File: config.mk
export PLATFORM = sky130hd
export DESIGN_NAME = smoker_mode_ctrl_flat
export DESIGN_NICKNAME = d
export VERILOG_FILES = /design/src/rtl/smoker_pkg.sv /design/src/rtl/smoker_mode_ctrl_if.sv /design/src/rtl/sec_countdown.sv /design/src/rtl/smoker_mode_ctrl.sv /design/src/flat_wrapper.sv
export SDC_FILE = /design/constraint.sdc
export NUM_CORES = 1
export LEC_CHECK = 0
export BUFFER_PORTS_ARGS = -buffer_cell sky130_fd_sc_hd__buf_2
export CORE_AREA = 2 2 46 48
export DETAILED_ROUTE_END_ITERATION = 8
export DIE_AREA = 0 0 48 50
export GPL_TIMING_DRIVEN = 1
export PLACE_DENSITY = 0.67
export SLEW_MARGIN = 0
export SYNTH_ARGS = -nofsm -noshare
export SYNTH_HDL_FRONTEND = slang
export SYNTH_SLANG_ARGS = --single-unit
File: constraint.sdc
create_clock -name clk -period 1.76 [get_ports clk]
set_input_delay 0 -clock clk [delete_from_list [all_inputs] [get_ports clk]]
set_output_delay 0 -clock clk [all_outputs]
set_load 0.005 [all_outputs]
File: src/rtl/smoker_pkg.sv
// Shared mode codes, FSM states and the state-to-fan-level mapping for the
// range-hood wind-mode sequencer.
package smoker_pkg;

   localparam logic [2:0] MODE_STANDBY = 3'b000;
   localparam logic [2:0] MODE_L1      = 3'b001;
   localparam logic [2:0] MODE_L2      = 3'b010;
   localparam logic [2:0] MODE_L3      = 3'b011;

   typedef enum logic [2:0] {
      ST_STANDBY,
      ST_L1,
      ST_L2,
      ST_HURR,
      ST_EXIT
   } state_t;

   // EXIT_WAIT keeps the fan at level 3 until its countdown runs out
   function automatic logic [2:0] mode_of(input state_t st);
      case (st)
         ST_L1:            mode_of = MODE_L1;
         ST_L2:            mode_of = MODE_L2;
         ST_HURR, ST_EXIT: mode_of = MODE_L3;
         default:          mode_of = MODE_STANDBY;
      endcase
   endfunction

endpackage

File: src/rtl/smoker_mode_ctrl_if.sv
// Button/tick inputs and registered status outputs of the wind-mode sequencer.
interface smoker_mode_ctrl_if #(
   parameter int CNT_W = 7
);
   logic             tick_1hz;
   logic             menu_pulse;
   logic             mode1_pulse;
   logic             mode2_pulse;
   logic             mode3_pulse;
   logic [2:0]       mode_state;
   logic [CNT_W-1:0] countdown_sec;
   logic             countdown_active;
   logic             hurricane_used;
   logic             mode_change;

   modport master (
      output tick_1hz, menu_pulse, mode1_pulse, mode2_pulse, mode3_pulse,
      input  mode_state, countdown_sec, countdown_active, hurricane_used, mode_change
   );

   modport slave (
      input  tick_1hz, menu_pulse, mode1_pulse, mode2_pulse, mode3_pulse,
      output mode_state, countdown_sec, countdown_active, hurricane_used, mode_change
   );
endinterface

File: src/rtl/sec_countdown.sv
// Loadable seconds countdown; done_pulse flags the tick that reaches zero.
module sec_countdown #(
   parameter int CNT_W = 7
) (
   input  logic             clk,
   input  logic             rst,
   input  logic             i_load,
   input  logic [CNT_W-1:0] i_load_val,
   input  logic             i_tick,
   output logic [CNT_W-1:0] o_count,
   output logic             o_done_pulse
);
   logic [CNT_W-1:0] r_count;

   always_ff @(posedge clk or posedge rst) begin
      if (rst)                            r_count <= '0;
      else if (i_load)                    r_count <= i_load_val;
      else if (i_tick && r_count != '0)   r_count <= r_count - 1'b1;
   end

   // Load precedence over a same-cycle done is resolved by the consumer
   assign o_done_pulse = i_tick && (r_count == CNT_W'(1));
   assign o_count      = r_count;

endmodule

File: src/rtl/smoker_mode_ctrl.sv
// Wind-mode FSM: standby/L1/L2, one-shot timed hurricane, delayed exit to standby.
module smoker_mode_ctrl
   import smoker_pkg::*;
#(
   parameter int HURRICANE_SEC  = 60,
   parameter int EXIT_DELAY_SEC = 60,
   parameter int CNT_W          = 7
) (
   input  logic                clk,
   input  logic                rst,
   smoker_mode_ctrl_if.slave   bus
);
   state_t           r_state, w_state_nxt;
   logic [2:0]       r_mode, w_mode_nxt;
   logic             r_mode_change, r_active, r_used;
   logic             w_load, w_done, w_cnt_tick;
   logic [CNT_W-1:0] w_load_val, w_count;
   logic             w_menu, w_m3, w_m2, w_m1;

   // Only the highest-priority pulse of a cycle survives
   assign w_menu = bus.menu_pulse;
   assign w_m3   = bus.mode3_pulse && !bus.menu_pulse;
   assign w_m2   = bus.mode2_pulse && !bus.menu_pulse && !bus.mode3_pulse;
   assign w_m1   = bus.mode1_pulse && !bus.menu_pulse && !bus.mode3_pulse && !bus.mode2_pulse;

   assign w_cnt_tick = bus.tick_1hz && (r_state == ST_HURR || r_state == ST_EXIT);

   sec_countdown #(.CNT_W(CNT_W)) u_cnt (
      .clk          (clk),
      .rst          (rst),
      .i_load       (w_load),
      .i_load_val   (w_load_val),
      .i_tick       (w_cnt_tick),
      .o_count      (w_count),
      .o_done_pulse (w_done)
   );

   always_comb begin
      w_state_nxt = r_state;
      w_load      = 1'b0;
      w_load_val  = '0;
      case (r_state)
         ST_STANDBY, ST_L1, ST_L2: begin
            if (w_menu) begin
               w_state_nxt = ST_STANDBY;
            end else if (w_m3) begin
               if (!r_used) begin
                  w_state_nxt = ST_HURR;
                  w_load      = 1'b1;
                  w_load_val  = CNT_W'(HURRICANE_SEC);
               end
            end else if (w_m2) begin
               w_state_nxt = ST_L2;
            end else if (w_m1) begin
               w_state_nxt = ST_L1;
            end
         end
         ST_HURR: begin
            if (w_menu) begin
               w_state_nxt = ST_EXIT;
               w_load      = 1'b1;
               w_load_val  = CNT_W'(EXIT_DELAY_SEC);
            end else if (w_done) begin
               w_state_nxt = ST_L2;
            end
         end
         ST_EXIT: begin
            if (w_done) w_state_nxt = ST_STANDBY;
         end
         default: w_state_nxt = ST_STANDBY;
      endcase
   end

   assign w_mode_nxt = mode_of(w_state_nxt);

   always_ff @(posedge clk or posedge rst) begin
      if (rst) begin
         r_state       <= ST_STANDBY;
         r_mode        <= MODE_STANDBY;
         r_mode_change <= 1'b0;
         r_active      <= 1'b0;
         r_used        <= 1'b0;
      end else begin
         r_state       <= w_state_nxt;
         r_mode        <= w_mode_nxt;
         r_mode_change <= (w_mode_nxt != r_mode);
         r_active      <= (w_state_nxt == ST_HURR) || (w_state_nxt == ST_EXIT);
         r_used        <= r_used || (w_state_nxt == ST_HURR);
      end
   end

   assign bus.mode_state       = r_mode;
   assign bus.countdown_sec    = w_count;
   assign bus.countdown_active = r_active;
   assign bus.hurricane_used   = r_used;
   assign bus.mode_change      = r_mode_change;

endmodule
File: src/flat_wrapper.sv
// flat-port wrapper written by rule: the top's interface ports become plain ports
module smoker_mode_ctrl_flat import smoker_pkg::*;
#(
   parameter int HURRICANE_SEC  = 60,
   parameter int EXIT_DELAY_SEC = 60,
   parameter int CNT_W          = 7
)
  (clk, rst, bus_tick_1hz, bus_menu_pulse, bus_mode1_pulse, bus_mode2_pulse, bus_mode3_pulse, bus_mode_state, bus_countdown_sec, bus_countdown_active, bus_hurricane_used, bus_mode_change);
  smoker_mode_ctrl_if #(.CNT_W(CNT_W)) bus_i ();
  input  logic clk;
  input  logic rst;
  input wire logic [$bits(bus_i.tick_1hz)-1:0] bus_tick_1hz;
  input wire logic [$bits(bus_i.menu_pulse)-1:0] bus_menu_pulse;
  input wire logic [$bits(bus_i.mode1_pulse)-1:0] bus_mode1_pulse;
  input wire logic [$bits(bus_i.mode2_pulse)-1:0] bus_mode2_pulse;
  input wire logic [$bits(bus_i.mode3_pulse)-1:0] bus_mode3_pulse;
  output wire logic [$bits(bus_i.mode_state)-1:0] bus_mode_state;
  output wire logic [$bits(bus_i.countdown_sec)-1:0] bus_countdown_sec;
  output wire logic [$bits(bus_i.countdown_active)-1:0] bus_countdown_active;
  output wire logic [$bits(bus_i.hurricane_used)-1:0] bus_hurricane_used;
  output wire logic [$bits(bus_i.mode_change)-1:0] bus_mode_change;
  assign bus_i.tick_1hz = bus_tick_1hz;
  assign bus_i.menu_pulse = bus_menu_pulse;
  assign bus_i.mode1_pulse = bus_mode1_pulse;
  assign bus_i.mode2_pulse = bus_mode2_pulse;
  assign bus_i.mode3_pulse = bus_mode3_pulse;
  assign bus_mode_state = bus_i.mode_state;
  assign bus_countdown_sec = bus_i.countdown_sec;
  assign bus_countdown_active = bus_i.countdown_active;
  assign bus_hurricane_used = bus_i.hurricane_used;
  assign bus_mode_change = bus_i.mode_change;
  smoker_mode_ctrl #(.HURRICANE_SEC(HURRICANE_SEC), .EXIT_DELAY_SEC(EXIT_DELAY_SEC), .CNT_W(CNT_W)) u_core (.clk(clk), .rst(rst), .bus(bus_i));
endmodule
# Yosys cells after proc, flatten, opt, wreduce, memory -nomap -nowiden
# Cells that the tools add are included.
[word_totals]
register_bits = 15
latch_bits = 0
ramBits = 0
mem_bits_ro = 0
out_inout_bits = 13
mem_count = 0
[op_classes]
n_addsub = 1
multipliers = 0
n_div = 0
order_cmp = 0
n_eq_ne = 10
shift = 0
n_mux = 22
bitwise = 0
reduce_logical = 20
[ops]
columns = ["operator", "n"]
rows = [
  ["$mux 7", 4],
  ["$mux 3", 8],
  ["$pmux 7 s2", 1],
  ["$eq 3x2->1 const B", 4],
  ["$mux 6", 2],
  ["$logic_and 1x1->1", 9],
  ["$pmux 3 s3", 1],
  ["$eq 7x1->1 const B", 1],
  ["$reduce_bool 7->1", 1],
  ["$sub 7x1->7 const B", 1],
  ["$eq 3x1->1 const B", 2],
  ["$eq 3x3->1 const B", 2],
  ["$pmux 2 s3", 1],
  ["$mux 1", 4],
  ["$logic_not 1->1", 3],
  ["$logic_not 3->1", 1],
  ["$logic_or 1x1->1", 3],
  ["$reduce_or 3->1", 1],
  ["$ne 2x2->1", 1],
  ["$pmux 1 s2", 1],
  ["$reduce_bool 2->1", 1],
  ["$reduce_or 2->1", 1],
]

# Depth between registers and ports, before layout
[depth]
word_depth = 13
ltp_mapped = 8

# By module
# A second synthesis with hierarchy kept.
[unflattened]
cells_unflattened = 99
hier_area_um2 = 917.1
[modules_own_cells]
columns = ["mod", "n_inst", "cells_each", "area_per_inst_um2", "seq_area_each_um2"]
rows = [
  ["smoker_mode_ctrl", 1, 44, 459.2, 200.2],
  ["sec_countdown", 1, 55, 457.9, 175.2],
]

# Worst setup path before layout
# OpenSTA, ideal clock, no wires.
[synth_timing]
path_kind = "register -> register"
startpoint = "register u_core.u_cnt.r_count[3] (netlist: u_core.u_cnt.o_count[3])"
endpoint = "register u_core.u_cnt.r_count[6] (netlist: u_core.u_cnt.o_count[6])"
setup_time_ps = 126
t_arrival_ps = 1674
slack_ps = -40
path_stages_with_launch = 7
cell_sequence = "dfrtp_1 > or4_4 > o221a_2 > buf_6 > nand4b_1 > xor2_1 > nor2_1"
[synth_between]
elab_chain_len = 3
[synth_rtl]
columns = ["element", "line_no", "text"]
rows = [
  ["start: declaration", "sec_countdown.sv:13", "logic [CNT_W-1:0] r_count;"],
  ["start signal: assignment", "sec_countdown.sv:17", "else if (i_load) r_count <= i_load_val;"],
  ["start signal: assignment", "sec_countdown.sv:18", "else if (i_tick && r_count != '0) r_count <= r_count - 1'b1;"],
  ["$sub 7x1->7 / $reduce_bool 7->1 (equally long branches)", "sec_countdown.sv:18", ""],
  ["$mux 7 / $logic_and 1x1->1 (equally long branches)", "sec_countdown.sv:18", ""],
  ["$mux 7 / $reduce_bool 2->1 (equally long branches)", "-", ""],
]
# Several ways; a longest one is shown, not always the timed one. The select of a mux whose other input is x is not followed.
# A chain may end at the register's enable or synchronous reset.

# Final worst setup path
[layout_timing]
startpoint = "register u_core.u_cnt.r_count[2] (netlist: u_core.u_cnt.o_count[2])"
endpoint = "register u_core.u_cnt.r_count[1] (netlist: u_core.u_cnt.o_count[1])"
[layout_between]
elab_chain_len = 3
[layout_rtl]
columns = ["element", "line_no"]
rows = [
  ["$reduce_bool 7->1", "sec_countdown.sv:18"],
  ["$logic_and 1x1->1", "sec_countdown.sv:18"],
  ["$reduce_bool 2->1 (no line)", "-"],
]
# Every way passes these cells.

==> run summary <==
Antenna violations before repair - 0
Crit Reg-Reg Startpoint - u_core.u_cnt.o_count[2]$_DFFE_PP0P_
RePlAce Congestion - 0.8443
Post-synth cell types - 36
Ys Warns - 0
Vias per std cell - 5.175
Final design utilization - 56.38%
Clk sinks - 15
Post-synthesis sequential area ratio - 45.39%
Global-route wire length before repair - 2553 µm
RSZ-0062 raised after global routing - true
Mapped Avg Cell Area - 9.964 µm²
Outcome - finished, violations left
Slowest stage delay, CP - 0.58 ns
Routed wire length - 1772 µm
Avg WL per Cell - 12.93 µm
CORE AREA - 1902 µm²
Area Overhead vs Synth - 29.65%
Vias in the first global route - 591
Worst Setup SP - u_core.u_cnt.o_count[2]$_DFFE_PP0P_
Largest net degree at the start of global routing - 16
Die area - 2400 µm²
Final Slew Violations - 0
Vias - 709
Antenna viol nets, final - 0
Power Total - 1250 µW
Post-route DRC - 0
I/O pins - 20
Violated checks - setup timing
Fin. Hold Viols - 0
Port bufs - 18
Initial Utilization - 43.49%
Ant. Diodes - 0
Max_cap viols - 0
Die W - 48 µm
Min-delay worst type - in -> reg
Layout cells sized above 1 - 40.00%
Mapped Cells - 83
Pwr dens - 1166 nW/µm²
FF+latch count, synth - 15
Leak pwr - 0.0005119 µW
Placement Rows - 16
Syn_nets - 93
Finish-stage setup viols - 3
Required @ worst endpoint - 1.96 ns
Min cycle time layout - 1.798 ns
Gr ovfl total - 0
Min setup slack post-route - -0.03754 ns
Crit path DAT - 2.00 ns
CTS root buf - clkbuf_4
Max Freq - 0.5563 GHz
Commonest non-fill, non-tap cell in the layout - buf_2
Area of the mapped netlist - 827.0 µm²
1st-pass router iterations - 4
H-tree Lvls - 1
CTS buffer count - 3
Crit start category - flip-flop
Clk_skew - 0.004872 ns
Worst slew margin - 61.69%
Peak supply drop - 0.7291 mV
Critical hold path startpoint - bus_menu_pulse
Worst skew pair latency - 0.29 ns
Chip Height - 50 µm
Tcrit/Tclk final - 102.1%
Tightest Pin Transition - 0.5741 ns
Nets - 121
CP Cell Sequence - or4_4 > o221a_4 > buf_4 > a211oi_1
Maximum clock path buffer count - 2
Clock transition at path regs - 0.10 ns
Critical Path Fanout Max - 6
Drt initial violations - 8
DP HPWL - 1234 µm
Crit end category - flip-flop
Most frequent cells in the layout - buf_2 (18), dfrtp_1 (15), nand2_1 (8)
Worst Path Class, Setup - reg -> reg
CTS tree - done
Crit path max-delay cell type - or4_4
Gr usage total - 15.24%
==> power breakdown <==
| group | leakage [µW] | switching (µW) | internal (µW) |
|---|---|---|---|
| Combinational | 0.000311 | 273 | 257 |
| Sequential | 0.000187 | 75.8 | 432 |
| Clock | 0.0000139 | 126 | 86.3 |
| Total | 0.000512 | 475 | 775 |
==> state kept, by name (all words and copies together), names as in the netlist <==
name and count:
u_core.bus.countdown_active 1, u_core.bus.hurricane_used 1, u_core.bus.mode_state 2, u_core.r_state 3, u_core.bus.mode_change 1, u_core.u_cnt.o_count 7
==> cells by family (layout without fill, tap and decap cells) <==
logic type               count (synthesis)  after routing  synth area share (%)
AO/OA/AOI/OAI                           15             15                 13.16
XOR/XNOR                                 5              5                 5.296
adder cells (fa/ha/maj)                  3              3                 4.539
buffers and inverters                    7             34                 4.539
flip-flops                              15             15                 45.39
multiplexers                             1              1                 1.815
other                                    1              1                0.4534
AND/OR/NAND/NOR                         36             36                 24.81
==> synth_stat cells (all sizes together) <==
cell type / count / area share (%)
a211oi: 2 / 2.4
a21o: 1 / 0.91
a21oi: 5 / 3.5
a221oi: 1 / 1.1
and2: 2 / 1.5
and3: 2 / 1.7
and3b: 2 / 2.1
buf: 2 / 2.3
conb: 1 / 0.45
dfrtp: 15 / 45
ha: 3 / 4.5
inv: 5 / 2.3
mux2: 1 / 1.8
nand2: 9 / 4.1
nand2b: 4 / 3.0
nand3: 1 / 0.60
nand3b: 1 / 0.91
nand4: 1 / 0.76
nand4b: 1 / 1.1
nor2: 7 / 3.2
nor3: 3 / 2.4
nor3b: 1 / 0.91
o211a: 1 / 1.2
o21ai: 3 / 1.8
o221a: 1 / 1.4
o31ai: 1 / 0.91
or4: 1 / 1.4
or4b: 1 / 1.2
xnor2: 2 / 2.1
xor2: 3 / 3.2
==> stage by stage <==
| step | setup slack (ns) | instance area (µm²) | instances | hold slack (ns) | TNS [ns] |
|---|---|---|---|---|---|
| after global routing | -0.07352 | 1072 | 137 | 0.09423 | -0.4408 |
| final | -0.03754 | 1072 | 137 | 0.09090 | -0.06720 |
| after global placement | 0.04467 | 970.9 | 130 | 0.08052 | 0 |
| after CTS | 0.01203 | 1011 | 135 | 0.07707 | 0 |
| after floorplan | 0.005725 | 835.8 | 83 | -0.09852 | 0 |
| after detailed placement | 0.01605 | 970.9 | 130 | 0.08425 | 0 |
==> worst max-delay path, delay by kind of cell (launching register included) <==
kind	cells	cell delay, ns
AO/OA/AOI/OAI	2	0.58
AND/OR/NAND/NOR	1	0.58
flip-flops	1	0.40
buffers and inverters	1	0.14
==> final timing paths <==
check	endpoint	slack (ns)	depth (start not counted)
worst min register to register	u_core.bus.hurricane_used$_DFF_PP0_	0.53	2
max in group asynchronous	u_core.r_state[1]$_DFF_PP0_	1.09	3
worst min-delay path	u_core.r_state[1]$_DFF_PP0_	0.09	3
worst max-delay path	u_core.u_cnt.o_count[1]$_DFFE_PP0P_	-0.04	4
min in group asynchronous	u_core.u_cnt.o_count[3]$_DFFE_PP0P_	0.29	3
worst max register to register	u_core.u_cnt.o_count[1]$_DFFE_PP0P_	-0.04	4
==> area by class of cell <==
type	instances	area (µm²)
Clock inverter	1	7.507
Fill cell	178	829.5
Timing Repair Buffer	25	148.9
Sequential cell	15	375.4
Tap cell	27	33.78
Multi-Input combinational cell	61	465.4
Clock buffer	3	22.52
Inverter	5	18.77
==> metal layers <==
layer  track usage, %  up-vias  part of all wire [%]
li1                 -      340                     -
met1            24.36      342                    49
met2            18.44       23                    45
met3            4.396        4                   4.0
met4            6.757        0                   1.7
met5                0        -                     0
==> repair_timing <==
item | in CTS | in global routing
endpoints found under the hold margin | 15 | 0
gates resized for setup | 0 | 13
hold buffers | 1 | 0
pin swaps | 1 | 8
endpoints found under the setup margin | 1 | 11
setup buffers | 0 | 2
(Power assumes the default switching activity.)
